### config.mk
export PLATFORM = sky130hd
export DESIGN_NAME = sprite_draw_scheduler
export DESIGN_NICKNAME = d
export VERILOG_FILES = /design/src/rtl/game_pkg.sv /design/src/rtl/sprite_draw_scheduler_rr_pick.sv /design/src/rtl/sprite_draw_scheduler.sv
export SDC_FILE = /design/constraint.sdc
export NUM_CORES = 1
export LEC_CHECK = 0
export BUFFER_PORTS_ARGS = -buffer_cell sky130_fd_sc_hd__buf_2
export CORE_AREA = 2 2 114 116
export CTS_CLUSTER_DIAMETER = 30
export DETAILED_ROUTE_END_ITERATION = 7
export DIE_AREA = 0 0 116 118
export SLEW_MARGIN = 20
export SYNTH_ARGS = -nofsm -noshare
export SYNTH_HDL_FRONTEND = slang
export SYNTH_SLANG_ARGS = --single-unit
### constraint.sdc
create_clock -name clock -period 3.05 [get_ports clock]
set_input_delay 0.915 -clock clock [delete_from_list [all_inputs] [get_ports clock]]
set_output_delay 0.915 -clock clock [all_outputs]
set_load 0.005 [all_outputs]
### src/rtl/game_pkg.sv
// Shared constants, FSM state type and a width helper for the sprite draw scheduler.
package game_pkg;

   localparam int                  X_W          = 8;
   localparam int                  Y_W          = 7;
   localparam int                  COLOUR_W     = 3;
   localparam int                  DEFAULT_SIZE = 4;
   localparam logic [COLOUR_W-1:0] BG_COLOUR    = 3'b000;

   typedef enum logic [2:0] {
      ST_IDLE,
      ST_SELECT,
      ST_ERASE,
      ST_DRAW,
      ST_DONE
   } sched_state_t;

   // An index into n requesters needs at least one bit even when n is 1.
   function automatic int idx_width(input int n);
      return (n > 1) ? $clog2(n) : 1;
   endfunction

endpackage

### src/rtl/sprite_draw_scheduler_rr_pick.sv
// Round-robin picker: first set pending bit strictly after i_rr_ptr, wrapping modulo NUM_REQ.
module rr_pick
   import game_pkg::*;
#(
   parameter  int NUM_REQ = 4,
   localparam int IDX_W   = idx_width(NUM_REQ)
) (
   input  logic [NUM_REQ-1:0] i_pending,
   input  logic [IDX_W-1:0]   i_rr_ptr,
   output logic [IDX_W-1:0]   o_idx,
   output logic               o_valid
);

   always_comb begin
      o_idx   = '0;
      o_valid = 1'b0;
      // Walk from the farthest candidate to the nearest so the nearest hit is the last write.
      for (int k = NUM_REQ; k >= 1; k--) begin
         if (i_pending[(int'(i_rr_ptr) + k) % NUM_REQ]) begin
            o_idx   = IDX_W'((int'(i_rr_ptr) + k) % NUM_REQ);
            o_valid = 1'b1;
         end
      end
   end

endmodule

### src/rtl/sprite_draw_scheduler.sv
// Frame-paced round-robin sprite plotter sharing one VGA plot port between requesters.
// Build option SPRITE_SCHED_ERASE_EN: erase each sprite's previous square before redrawing it.
//
// state     | meaning
// ST_IDLE   | wait for frame_tick with at least one request, then snapshot req
// ST_SELECT | pick next pending requester round-robin, or return to idle
// ST_ERASE  | plot previous square in background colour
// ST_DRAW   | plot square at latched new position and colour
// ST_DONE   | ack requester, record its position, retire its pending bit
module sprite_draw_scheduler
   import game_pkg::*;
#(
   parameter int                  NUM_REQ   = 4,
   parameter int                  SIZE      = DEFAULT_SIZE,
   parameter logic [COLOUR_W-1:0] BG_COLOUR = game_pkg::BG_COLOUR
) (
   input  logic                        clock,
   input  logic                        reset,
   input  logic                        frame_tick,
   input  logic [NUM_REQ-1:0]          req,
   input  logic [NUM_REQ*X_W-1:0]      req_x,
   input  logic [NUM_REQ*Y_W-1:0]      req_y,
   input  logic [NUM_REQ*COLOUR_W-1:0] req_colour,
   output logic [NUM_REQ-1:0]          ack,
   output logic                        plot,
   output logic [X_W-1:0]              plot_x,
   output logic [Y_W-1:0]              plot_y,
   output logic [COLOUR_W-1:0]         plot_colour,
   output logic                        busy,
   output logic                        frame_overrun
);

   localparam int IDX_W = idx_width(NUM_REQ);
   localparam int CW    = $clog2(SIZE);
   localparam int PIX_W = 2 * CW;

   sched_state_t        r_state, w_state_nxt;
   logic [NUM_REQ-1:0]  r_pending;
   logic [IDX_W-1:0]    r_rr_ptr, r_idx, w_pick_idx, w_idx_nxt;
   logic                w_pick_valid, w_pix_last, w_start, w_plot_nxt;
   logic [PIX_W-1:0]    r_pix, w_pix_nxt;
   logic [X_W-1:0]      r_new_x, w_new_x_nxt, w_base_x, w_plot_x_nxt;
   logic [Y_W-1:0]      r_new_y, w_new_y_nxt, w_base_y, w_plot_y_nxt;
   logic [COLOUR_W-1:0] r_new_colour, w_new_colour_nxt, w_plot_colour_nxt;
   logic [NUM_REQ-1:0]  w_ack_nxt;
`ifdef SPRITE_SCHED_ERASE_EN
   logic [X_W-1:0]      r_prev_x [NUM_REQ];
   logic [Y_W-1:0]      r_prev_y [NUM_REQ];
   logic [NUM_REQ-1:0]  r_prev_valid;
`endif

   rr_pick #(.NUM_REQ(NUM_REQ)) u_rr_pick (
      .i_pending (r_pending),
      .i_rr_ptr  (r_rr_ptr),
      .o_idx     (w_pick_idx),
      .o_valid   (w_pick_valid)
   );

   assign w_start       = frame_tick && (req != '0);
   assign w_pix_last    = &r_pix;
   assign frame_overrun = frame_tick && (r_state != ST_IDLE);

   // Requester data is captured in SELECT; later changes on req_* do not affect the service.
   assign w_idx_nxt        = (r_state == ST_SELECT) ? w_pick_idx : r_idx;
   assign w_new_x_nxt      = (r_state == ST_SELECT) ? req_x[w_pick_idx*X_W +: X_W] : r_new_x;
   assign w_new_y_nxt      = (r_state == ST_SELECT) ? req_y[w_pick_idx*Y_W +: Y_W] : r_new_y;
   assign w_new_colour_nxt = (r_state == ST_SELECT) ? req_colour[w_pick_idx*COLOUR_W +: COLOUR_W]
                                                    : r_new_colour;

   always_ff @(posedge clock) begin
      if (!reset) r_state <= ST_IDLE;
      else        r_state <= w_state_nxt;
   end

   always_comb begin
      w_state_nxt = r_state;
      case (r_state)
         ST_IDLE:   if (w_start) w_state_nxt = ST_SELECT;
         ST_SELECT: begin
            if (!w_pick_valid) w_state_nxt = ST_IDLE;
`ifdef SPRITE_SCHED_ERASE_EN
            else w_state_nxt = r_prev_valid[w_pick_idx] ? ST_ERASE : ST_DRAW;
`else
            else w_state_nxt = ST_DRAW;
`endif
         end
         ST_ERASE:  if (w_pix_last) w_state_nxt = ST_DRAW;
         ST_DRAW:   if (w_pix_last) w_state_nxt = ST_DONE;
         ST_DONE:   w_state_nxt = ST_SELECT;
         default:   w_state_nxt = ST_IDLE;
      endcase
   end

   // Pixel index: low CW bits are cx, high CW bits are cy; wraps to 0 between passes.
   always_comb begin
      w_pix_nxt = r_pix;
      if (r_state == ST_SELECT)
         w_pix_nxt = '0;
      else if ((r_state == ST_ERASE) || (r_state == ST_DRAW))
         w_pix_nxt = r_pix + PIX_W'(1);
   end

   // Outputs are computed from next-state values so the registered port lines up with the state.
   always_comb begin
      w_plot_nxt        = (w_state_nxt == ST_ERASE) || (w_state_nxt == ST_DRAW);
      w_base_x          = w_new_x_nxt;
      w_base_y          = w_new_y_nxt;
      w_plot_colour_nxt = w_new_colour_nxt;
`ifdef SPRITE_SCHED_ERASE_EN
      if (w_state_nxt == ST_ERASE) begin
         w_base_x = r_prev_x[w_idx_nxt];
         w_base_y = r_prev_y[w_idx_nxt];
      end
`endif
      if (w_state_nxt == ST_ERASE) w_plot_colour_nxt = BG_COLOUR;
      w_plot_x_nxt = w_base_x + X_W'(w_pix_nxt[CW-1:0]);
      w_plot_y_nxt = w_base_y + Y_W'(w_pix_nxt[PIX_W-1:CW]);
      w_ack_nxt    = '0;
      if (w_state_nxt == ST_DONE) w_ack_nxt[w_idx_nxt] = 1'b1;
   end

   always_ff @(posedge clock) begin
      if (!reset) begin
         plot        <= 1'b0;
         plot_x      <= '0;
         plot_y      <= '0;
         plot_colour <= '0;
         ack         <= '0;
         busy        <= 1'b0;
      end else begin
         plot        <= w_plot_nxt;
         plot_x      <= w_plot_x_nxt;
         plot_y      <= w_plot_y_nxt;
         plot_colour <= w_plot_colour_nxt;
         ack         <= w_ack_nxt;
         busy        <= (w_state_nxt != ST_IDLE);
      end
   end

   always_ff @(posedge clock) begin
      if (!reset) begin
         r_pending    <= '0;
         r_rr_ptr     <= IDX_W'(NUM_REQ - 1);
         r_idx        <= '0;
         r_pix        <= '0;
         r_new_x      <= '0;
         r_new_y      <= '0;
         r_new_colour <= '0;
`ifdef SPRITE_SCHED_ERASE_EN
         r_prev_valid <= '0;
`endif
      end else begin
         r_idx        <= w_idx_nxt;
         r_pix        <= w_pix_nxt;
         r_new_x      <= w_new_x_nxt;
         r_new_y      <= w_new_y_nxt;
         r_new_colour <= w_new_colour_nxt;
         if ((r_state == ST_IDLE) && w_start) r_pending <= req;
         if (r_state == ST_DONE) begin
            r_pending[r_idx] <= 1'b0;
            r_rr_ptr         <= r_idx;
`ifdef SPRITE_SCHED_ERASE_EN
            r_prev_valid[r_idx] <= 1'b1;
`endif
         end
      end
   end

`ifdef SPRITE_SCHED_ERASE_EN
   always_ff @(posedge clock) begin
      if (reset && (r_state == ST_DONE)) begin
         r_prev_x[r_idx] <= r_new_x;
         r_prev_y[r_idx] <= r_new_y;
      end
   end
`endif

endmodule

==> out/metrics.yaml <==
holdWs_ns: 0.4575
via_per_inst: 4.562
grt_remaining_overflow: 0
drc_errors: 0
clk_latency_ns: 0.33
setup_viol: 0
cts-buffers-inserted: 9
worstRegToRegCells: 12
utilization_pct: 32.09
holdCritStartpoint: "r_new_colour[0]$_SDFF_PN0_"
synthCells: 347
vias: 2888
grt_max_degree: 20
p_comb_share_pct: 23.7
critPathArrivalTime_ns: 3.12
grt.met2_usage_pct: 22.88
crit_path_start_kind: "register"
core_region_area_um2: 12410
grtUsageTotal_pct: 13.61
cp.required_ns: 3.30
async_reset_ff_share_pct: 0
p_leak_nw: 1.889
r2r-start: "r_rr_ptr[1]$_SDFFE_PN1P_"
syn_to_final_growth_pct: 36.36
grt_util_met1_pct: 16.23
clock_path_buffers: 2
whs_endpoint: "r_new_colour[0]$_SDFF_PN0_"
drv_slew: 0
yosys_warnings: 0
worstSetupPathType: "register to register"
tightest_slew_ns: 0.4189
finalHoldViolations: 0
diodes: 0
dp_hpwl_mm: 7.078
synthFlopType: "dfxtp_1"
synth_top_area_share_pct: 39.06
clock_power_share_pct: 39.9
yosys.area.top_type: "dfxtp_1"
post-place-ws_ns: 0.06220
cts_hold_buf: 0
die_h_um: 118
ant_nets: 0
dp.cells: 616
synth.ff_latch_count: 57
wire_per_inst_um: 14.44
clk_pin_slew_worst_paths_ns: 0.05
p_int_mw: 1.652
die_x_um: 116
finalSetupTns_ns: 0
cts-root-buf: "clkbuf_16"
ios: 104
p_per_area_nw_per_um2: 586.1
rows: 41
fin_cells: 633
port_buffers: 103
timing.rr.end: "plot_x[7]$_SDFF_PN0_"
rrSetupSlack_ns: 0.18
ys_seq_area_share_pct: 39.06
grt_pass1_wl_mm: 14.32
synth_area_leaders: "dfxtp_1, nand2_1, mux2i_1, nor2_1, nand3_1"
initial_core_util_pct: 23.53
cts_tree: "done"
fin_skew_ns: 0.005785
drive_gt1_share_pct: 32.97
holdPathStages: 2
fmax_mhz: 348.5
hold_path_class: "register to register"
ys_types: 54
synth_edf_count: 0
nets: 542
routed_wl_mm: 9.138
crit_path_max_fanout: 11
first_pass_iters: 4
p_sw_share_pct: 29.23
peakVddDrop_mv: 0.2456
cts_sinks: 57
antenna_found_initial: 0
status: "completed"
seqPwrFrac_pct: 36.4
layout_min_cycle_time_ns: 2.869
fin_ws_ns: 0.1805
synth_area_per_cell_um2: 8.419
fin_crit_sh_pct: 94.08
synth_nets: 433
gr-usage-met3_pct: 4.377
synth_area_um2: 2922
grt_pass1_vias: 2992
gp_congestion: 0.8727
max_cap_viol_count: 0
die-area_um2: 13690
h-tree-depth: 3
slew-limit-headroom_pct: 71.86
cp-end-kind: "register"
busiest_layer: "met2"
first_iter_violations: 77
switchingPower_mw: 0.6825
==> what timing repair did <==
item / CTS / global route
setup buffers: 0 / 1
setup endpoints to repair: 0 / 6
gates resized for setup: 0 / 5
hold endpoints to repair: 0 / 0
==> worst max-delay path by stage <==
| stage | start | endpoint | slack, ns |
|---|---|---|---|
| 3_5_place_dp | r_rr_ptr[1]$_SDFFE_PN1P_ | plot_x[7]$_SDFF_PN0_ | 0.06 |
| 2_1_floorplan | r_rr_ptr[1]$_SDFFE_PN1P_ | plot_x[7]$_SDFF_PN0_ | 0.01 |
| 4_1_cts | r_rr_ptr[1]$_SDFFE_PN1P_ | plot_x[7]$_SDFF_PN0_ | 0.04 |
| 3_3_place_gp | r_rr_ptr[1]$_SDFFE_PN1P_ | plot_x[7]$_SDFF_PN0_ | 0.20 |
| 5_1_grt | r_rr_ptr[1]$_SDFFE_PN1P_ | plot_x[6]$_SDFF_PN0_ | -0.003 |
| 6_report | r_rr_ptr[1]$_SDFFE_PN1P_ | plot_x[7]$_SDFF_PN0_ | 0.18 |
==> per-stage QoR <==
step | area, µm² | power [mW]
global route | 3984 | 2.453
finish | 3984 | 2.335
detailed placement | 3680 | 1.415
CTS | 3955 | 2.353
floorplan | 2929 | 1.206
global placement | 3680 | 1.404
==> registers in the layout, summed over array words and instances, names as in the netlist, 2 cells and up <==
signal and flops:
r_idx 2, r_new_y 7, r_pix 4, ack 4, r_new_colour 3, plot_y 7, plot_colour 3, r_pending 4
r_rr_ptr 2, r_new_x 8, r_state 3, plot_x 8
==> kinds of logic after synthesis <==
group	Yosys count	synth area share, %
buffers and inverters	25	4.068
DFF	57	39.06
adders and majority gates	7	3.512
muxes	26	9.893
xor gates and xnor gates	10	2.998
AOI/OAI and AO/OA	53	13.19
and+or+nand+nor	169	27.28
==> power groups by stage <==
stage	Clock [mW]	Sequential [mW]	Combinational [mW]
2_1_floorplan	0	0.854	0.352
3_3_place_gp	0	0.863	0.541
6_report	0.931	0.850	0.553
5_1_grt	0.982	0.858	0.612
3_5_place_dp	0	0.864	0.551
4_1_cts	0.951	0.849	0.553
==> cells in the mapped netlist, types with 2 or more instances <==
master,number
clkbuf_1,11
inv_1,5
o211ai_1,3
nor4_1,2
a211oi_2,2
and2_1,16
o21ai_0,4
a21oi_1,20
buf_1,2
buf_2,2
dfxtp_1,57
a22o_1,2
nand3_1,25
mux2i_1,21
nor3_1,8
and3_1,2
or3_1,3
nor3b_1,2
a311oi_1,2
o221a_2,2
buf_6,2
buf_4,2
mux4_2,2
fa_1,2
xnor2_1,2
nor2b_1,3
nand4_1,2
a31oi_1,3
nand2_1,58
nor2_1,38
mux2_2,3
o22ai_1,3
xor2_1,8
ha_1,5
nand2b_1,3
a32oi_1,2
==> per-layer routing <==
metal	vias to the layer above	part of all wire, %
met1	1368	45
li1	1429	-
met5	-	0
met4	0	1.8
met3	12	5.5
met2	79	47
==> cells in the final DEF (no fill, tap or decap), types with 4 or more instances in the layout <==
cell and n:
nor2_1 38, a21oi_1 19, and2_1 16, nand2_1 58
clkbuf_16 9, dfxtp_1 57, inv_1 5, o21ai_0 4
nor3_1 7, xor2_1 8, mux2i_1 21, buf_4 12
nand3_1 25, ha_1 5, buf_2 103
==> critical path, stage by stage, from the launching register on <==
cell and delay (ns):
dfxtp_1 0.45, mux2i_1 0.26, a2bb2oi_2 0.27, o21a_4 0.27, nand2_1 0.08, nand3_1 0.09, nand3_1 0.11, nand2_1 0.08
ha_1 0.18, a21oi_1 0.11, or4b_4 0.51, o31a_1 0.25, nor3_1 0.14
==> cell type report <==
class	count	area, µm²
multi-input cells	265	1693
fillers	1337	8431
well taps	172	215.2
inverters	6	22.52
clock inverters	3	15.01
flip-flops and latches	57	1141
clock buffers	13	260.3
repair buffers	117	636.9
No activity file was read; power rests on OpenSTA's default activity.
